## src/rtl/k10_uart.sv

```systemverilog
// k10_uart: AXI4-Lite slave driving a TX FIFO and an 8N1 serializer.
// Define K10_UART_IRQ_EN to build the registered TX-done interrupt and IRQ_EN register.
`timescale 1ns/1ps
module k10_uart #(
   parameter int unsigned FIFO_DEPTH = 8,
   parameter logic [15:0] DIV_RESET  = 16'd868
) (
   input  logic        i_clk,
   input  logic        i_rst_n,
   input  logic [31:0] s_axi_awaddr,
   input  logic [2:0]  s_axi_awprot,
   input  logic        s_axi_awvalid,
   output logic        s_axi_awready,
   input  logic [31:0] s_axi_wdata,
   input  logic [3:0]  s_axi_wstrb,
   input  logic        s_axi_wvalid,
   output logic        s_axi_wready,
   output logic [1:0]  s_axi_bresp,
   output logic        s_axi_bvalid,
   input  logic        s_axi_bready,
   input  logic [31:0] s_axi_araddr,
   input  logic [2:0]  s_axi_arprot,
   input  logic        s_axi_arvalid,
   output logic        s_axi_arready,
   output logic [31:0] s_axi_rdata,
   output logic [1:0]  s_axi_rresp,
   output logic        s_axi_rvalid,
   input  logic        s_axi_rready,
   output logic        o_tx,
   output logic        o_irq
);
   localparam int unsigned AW = $clog2(FIFO_DEPTH);

   typedef enum logic [1:0] {S_IDLE, S_START, S_DATA, S_STOP} state_e;

   state_e      state_q, state_d;
   logic [AW:0] wptr_q, rptr_q, count;
   logic [7:0]  mem_q [FIFO_DEPTH];
   logic [15:0] div_q, div_lat_q, cnt_q, div_eff;
   logic [7:0]  shreg_q;
   logic [2:0]  bit_q;
   logic        tx_q, tx_d;
   logic        awready_q, bvalid_q, arready_q, rvalid_q;
   logic [1:0]  bresp_q;
   logic [31:0] rdata_q, rd_mux;
   logic        full, empty, busy, pop, push, push_req;
   logic        wr_hs, wr_en, rd_hs, bit_end;
   logic        unused;

   assign unused = ^{s_axi_awaddr[31:4], s_axi_awaddr[1:0], s_axi_araddr[31:4],
                     s_axi_araddr[1:0], s_axi_awprot, s_axi_arprot,
                     s_axi_wdata[31:16], s_axi_wstrb[3:1]};

   assign count    = wptr_q - rptr_q;
   assign empty    = (wptr_q == rptr_q);
   assign full     = (wptr_q[AW] != rptr_q[AW]) && (wptr_q[AW-1:0] == rptr_q[AW-1:0]);
   assign busy     = (state_q != S_IDLE);
   assign div_eff  = (div_q == 16'd0) ? 16'd1 : div_q;
   assign bit_end  = (cnt_q == div_lat_q - 16'd1);

   assign wr_hs    = awready_q & s_axi_awvalid & s_axi_wvalid;
   assign wr_en    = wr_hs & s_axi_wstrb[0];
   assign rd_hs    = arready_q & s_axi_arvalid;
   assign push_req = wr_en && (s_axi_awaddr[3:2] == 2'd0);
   // A full FIFO still takes the byte when the serializer frees a slot this cycle.
   assign push     = push_req && (!full || pop);

   always_comb begin
      state_d = state_q;
      pop     = 1'b0;
      tx_d    = 1'b1;
      case (state_q)
         S_IDLE: begin
            if (!empty) begin
               pop     = 1'b1;
               state_d = S_START;
            end
         end
         S_START: begin
            tx_d = 1'b0;
            if (bit_end) state_d = S_DATA;
         end
         S_DATA: begin
            tx_d = shreg_q[0];
            if (bit_end && (bit_q == 3'd7)) state_d = S_STOP;
         end
         S_STOP: begin
            if (bit_end) begin
               if (!empty) begin
                  pop     = 1'b1;
                  state_d = S_START;
               end else begin
                  state_d = S_IDLE;
               end
            end
         end
         default: state_d = S_IDLE;
      endcase
   end

   always_ff @(posedge i_clk or negedge i_rst_n) begin
      if (!i_rst_n) begin
         wptr_q <= '0;
         rptr_q <= '0;
      end else begin
         if (push) wptr_q <= wptr_q + 1'b1;
         if (pop)  rptr_q <= rptr_q + 1'b1;
      end
   end

   always_ff @(posedge i_clk) begin
      if (push) mem_q[wptr_q[AW-1:0]] <= s_axi_wdata[7:0];
   end

   // o_tx is registered from the current state, which yields the two-cycle write-to-start latency.
   always_ff @(posedge i_clk or negedge i_rst_n) begin
      if (!i_rst_n) begin
         state_q   <= S_IDLE;
         tx_q      <= 1'b1;
         shreg_q   <= '0;
         div_lat_q <= 16'd1;
         cnt_q     <= '0;
         bit_q     <= '0;
      end else begin
         state_q <= state_d;
         tx_q    <= tx_d;
         if (pop) begin
            shreg_q   <= mem_q[rptr_q[AW-1:0]];
            div_lat_q <= div_eff;
            cnt_q     <= '0;
            bit_q     <= '0;
         end else if (busy) begin
            if (bit_end) begin
               cnt_q <= '0;
               if (state_q == S_DATA) begin
                  shreg_q <= shreg_q >> 1;
                  bit_q   <= bit_q + 3'd1;
               end
            end else begin
               cnt_q <= cnt_q + 16'd1;
            end
         end
      end
   end

   always_ff @(posedge i_clk or negedge i_rst_n) begin
      if (!i_rst_n) begin
         div_q     <= DIV_RESET;
         awready_q <= 1'b0;
         bvalid_q  <= 1'b0;
         bresp_q   <= 2'b00;
      end else begin
         awready_q <= s_axi_awvalid & s_axi_wvalid & ~bvalid_q & ~awready_q;
         if (wr_en && (s_axi_awaddr[3:2] == 2'd2)) div_q <= s_axi_wdata[15:0];
         if (wr_hs) begin
            bvalid_q <= 1'b1;
            bresp_q  <= (push_req && !push) ? 2'b10 : 2'b00;
         end else if (s_axi_bready) begin
            bvalid_q <= 1'b0;
         end
      end
   end

`ifdef K10_UART_IRQ_EN
   logic irq_en_q, irq_q;

   always_ff @(posedge i_clk or negedge i_rst_n) begin
      if (!i_rst_n) begin
         irq_en_q <= 1'b0;
         irq_q    <= 1'b0;
      end else begin
         if (wr_en && (s_axi_awaddr[3:2] == 2'd3)) irq_en_q <= s_axi_wdata[0];
         irq_q <= irq_en_q & empty & ~busy;
      end
   end

   assign o_irq = irq_q;
`else
   assign o_irq = 1'b0;
`endif

   always_comb begin
      rd_mux = '0;
      case (s_axi_araddr[3:2])
         2'd1: rd_mux = {17'd0, 7'(count), 5'd0, busy, empty, full};
         2'd2: rd_mux = {16'd0, div_q};
`ifdef K10_UART_IRQ_EN
         2'd3: rd_mux = {31'd0, irq_en_q};
`endif
         default: rd_mux = '0;
      endcase
   end

   always_ff @(posedge i_clk or negedge i_rst_n) begin
      if (!i_rst_n) begin
         arready_q <= 1'b0;
         rvalid_q  <= 1'b0;
         rdata_q   <= '0;
      end else begin
         arready_q <= s_axi_arvalid & ~rvalid_q & ~arready_q;
         if (rd_hs) begin
            rvalid_q <= 1'b1;
            rdata_q  <= rd_mux;
         end else if (s_axi_rready) begin
            rvalid_q <= 1'b0;
         end
      end
   end

   assign s_axi_awready = awready_q;
   assign s_axi_wready  = awready_q;
   assign s_axi_bvalid  = bvalid_q;
   assign s_axi_bresp   = bresp_q;
   assign s_axi_arready = arready_q;
   assign s_axi_rvalid  = rvalid_q;
   assign s_axi_rdata   = rdata_q;
   assign s_axi_rresp   = 2'b00;
   assign o_tx          = tx_q;

endmodule

```

## config.mk

```make
export PLATFORM = sky130hd
export DESIGN_NAME = k10_uart
export DESIGN_NICKNAME = d
export VERILOG_FILES = /design/src/rtl/k10_uart.sv
export SDC_FILE = /design/constraint.sdc
export NUM_CORES = 1
export LEC_CHECK = 0
export ABC_AREA = 1
export BUFFER_PORTS_ARGS = -buffer_cell sky130_fd_sc_hd__buf_2
export CORE_MARGIN = 1
export CORE_UTILIZATION = 55
export DETAILED_ROUTE_END_ITERATION = 8
export PLACE_DENSITY = 0.84
export SYNTH_ARGS = -nofsm -noshare
export SYNTH_HDL_FRONTEND = slang
export SYNTH_SLANG_ARGS = --single-unit
```

## constraint.sdc

```tcl
create_clock -name i_clk -period 5.8 [get_ports i_clk]
set_input_delay 0.58 -clock i_clk [delete_from_list [all_inputs] [get_ports i_clk]]
set_output_delay 0.58 -clock i_clk [all_outputs]
set_load 0.05 [all_outputs]
```

==> reports/summary.txt <==
CTS HTree Levels - 4
PortBufs - 50
Remaining DRCs - 0
CTS tree - done
Avg Inst Size Synth - 8.96 um2
Die W - 120 um
nets - 1032
Max Fclk - 244 MHz
crit path DAT - 4.16 ns
Core Rows - 42
clock buffer depth - 2
I/O pins - 156
Cell variety after synth - 44
worst reg-to-reg path cell count - 12
# setup viols final - 0
initial antenna violation count - 0
count of buffer and inverter cells on the critical path - 3
Slew HR - 28.3%
final worst path period need - 4.10 ns
DP HPWL - 11100 um
sequential fraction of the synthesis area - 54.6%
overall routing resource usage - 24.2%
Yosys top cell by area - dfrtp_1
CP max FO - 50
1st-pass router iterations - 5
EDFF count, synth - 64
worst hold path class - in -> reg
DIE AREA - 14500 um2
outcome - complete, no violations
final worst-path cycle share - 70.6%
stages on the worst setup path - 12
CP required - 5.87 ns
clk_lat worst skew - 0.43 ns
async set-reset flop share out of synthesis - 58.7%
First DRT Iteration DRCs - 455
Synth Register Bits - 155
Tightest Pin Transition - 1.07 ns
Layout area overhead - 11.2%
grt ovf - 0
slowest stage cell, crit path - nor2_1
Mapped Area - 7710 um2
Synth Flop Type - dfrtp_1
Reg clk slew, reported paths - 0.07 ns
CP top delay family - simple AND/OR/NAND/NOR gates
nature of the critical path endpoint - register
Initial Util - 57.3%
routed via count - 5877
core region area - 13500 um2
Fillers - 1086
total routed wirelength - 16200 um
gpl congestion - 0.859
routed len/inst - 14.9 um
global-route wire length before repair - 27000 um
Worst setup SP type - register
Die H - 120 um
most instantiated cells after synthesis - 192 x nand2_1, 100 x nor2_1, 84 x dfrtp_1
CP cell instances - clkinv_1, ha_1, inv_1, nor3_1, nand2_1, inv_1, or2_1, nor2_1, nand2_4, nand2_2, nand3_1, nor2_1
max incr delay on CP - 0.65 ns
Hold Fails Final Rpt - 0
most common cell in the netlist - nand2_1
Vias per Instance - 5.38
postcts setup bufs - 0
largest net degree at the start of global routing - 81
root buf cell - clkbuf_16
Ys Warns - 0
Worst Hold Depth - 2
Finished Core Util - 63.7%
TritonCTS Buffers - 17
layout cell share with drive strength beyond 1 - 11.7%
maxcap violations - 0
Final ANT Viol Nets - 0
count of pins over their slew limit - 0
Syn Inst Count - 860
top cell type's share of synthesized area - 27.3%
Setup CP Type - reg -> reg
RSZ-0062 raised after global routing - no
post-cts resize count - 0
Max VDD drop - 0.272 mV
ranking of synthesized cells by area - dfrtp_1 27%, edfxtp_1 25%, nand2_1 9.4%
Clock Skew - 0.00836 ns
setup TNS - 0 ns
vias in the first global route - 5712
# clock sinks - 155
Power per Cell Area - 467 nW/um2
Lkg Pwr - 3.92 nW
Diodes inserted - 0
# hold bufs at CTS - 1
## worst reg2reg max path: cells and delay by family, from the launching register on
family	cells	cell delay, ns
AND/OR/NAND/NOR	8	2.18
flip-flops	1	0.39
buffers and inverters	3	0.64
adder cells (fa/ha/maj)	1	0.53
## registers in the layout, summed over array words and instances (netlist names)
register       cells
rptr_q             4
s_axi_bvalid       1
s_axi_bresp        1
state_q            2
bit_q              3
mem_q             64
shreg_q            8
cnt_q             16
div_lat_q         16
s_axi_arready      1
s_axi_rvalid       1
s_axi_awready      1
div_q             16
wptr_q             4
s_axi_rdata       16
o_tx               1
## metal layers
layer	vias to the layer above	GRT usage [%]	share of wire (%)
met5	-	0	0
met4	0	10.5	2.2
met3	29	5.05	5.0
met2	164	39.6	49
met1	2781	31.3	44
li1	2903	-	-
## worst paths after layout
path                          startpoint             end  slack [ns]
setup / recovery               rptr_q[2]     mem_q[3][4]        1.70
hold / removal              s_axi_rready    s_axi_rvalid        0.34
setup reg to reg               rptr_q[2]     mem_q[3][4]        1.70
hold reg to reg            s_axi_arready   s_axi_arready        0.44
max in group asynchronous        i_rst_n        div_q[3]        4.07
min in group asynchronous        i_rst_n  s_axi_bresp[1]        0.51
## area by class of cell
class,count,area (um2),share of cell area (%)
inverter,83,312,3.64
timing repair buffer,54,285,3.33
clock buffer,17,425,4.97
sequential,155,4210,49.1
multi-input combinational,592,2970,34.6
clock inverter,15,150,1.75
tap,176,220,2.57
## layout by cell type (no fill, tap or decap), types with 2 or more instances in the layout
master / instances
xnor2_1: 8
nand3_1: 56
conb_1: 20
inv_6: 4
dfstp_2: 7
o31ai_1: 9
nand3_2: 2
nand4_1: 8
nand2_2: 3
a21oi_1: 36
clkinv_8: 2
nor2_2: 4
clkinv_2: 2
o221ai_1: 2
o21ai_0: 54
ha_1: 15
inv_2: 3
xor2_1: 23
buf_4: 4
a22oi_1: 3
inv_1: 78
inv_8: 5
nor2_1: 100
nor3_1: 6
nor3b_1: 2
buf_2: 49
clkinv_1: 2
a32o_1: 5
o22ai_1: 17
nand3b_1: 2
nand2_1: 192
clkbuf_16: 17
dfrtp_1: 84
nor4_1: 2
edfxtp_1: 64
o21ai_1: 13
## logic make-up after synthesis
family                     Yosys count  share of synthesized area [%]
adders and majority gates           16                           2.70
xor gates and xnor gates            31                           3.52
DFF                                155                           54.6
AOI/OAI and AO/OA                  142                           10.4
and+or+nand+nor                    383                           20.9
buffers and inverters              132                           7.84
other                                1                         0.0487
## report_power, final
group          total (mW)  internal (mW)  switching [mW]
logic                1.45          0.450           0.997
registers            1.48           1.31           0.164
clock network        1.07          0.572           0.499
total                4.00           2.34            1.66
## per-stage QoR
step,hold WS (ns),power (mW),instance area [um2],std cells,worst slack [ns]
5_1_grt,0.360,4.26,8570,1092,1.43
3_3_place_gp,0.420,2.87,7980,1059,1.79
3_5_place_dp,0.421,2.92,7980,1059,1.74
2_1_floorplan,0.284,2.61,7780,879,2.89
4_1_cts,0.340,4.00,8570,1092,1.72
6_report,0.345,4.00,8570,1092,1.70
Power figures use the tool's default switching activity.
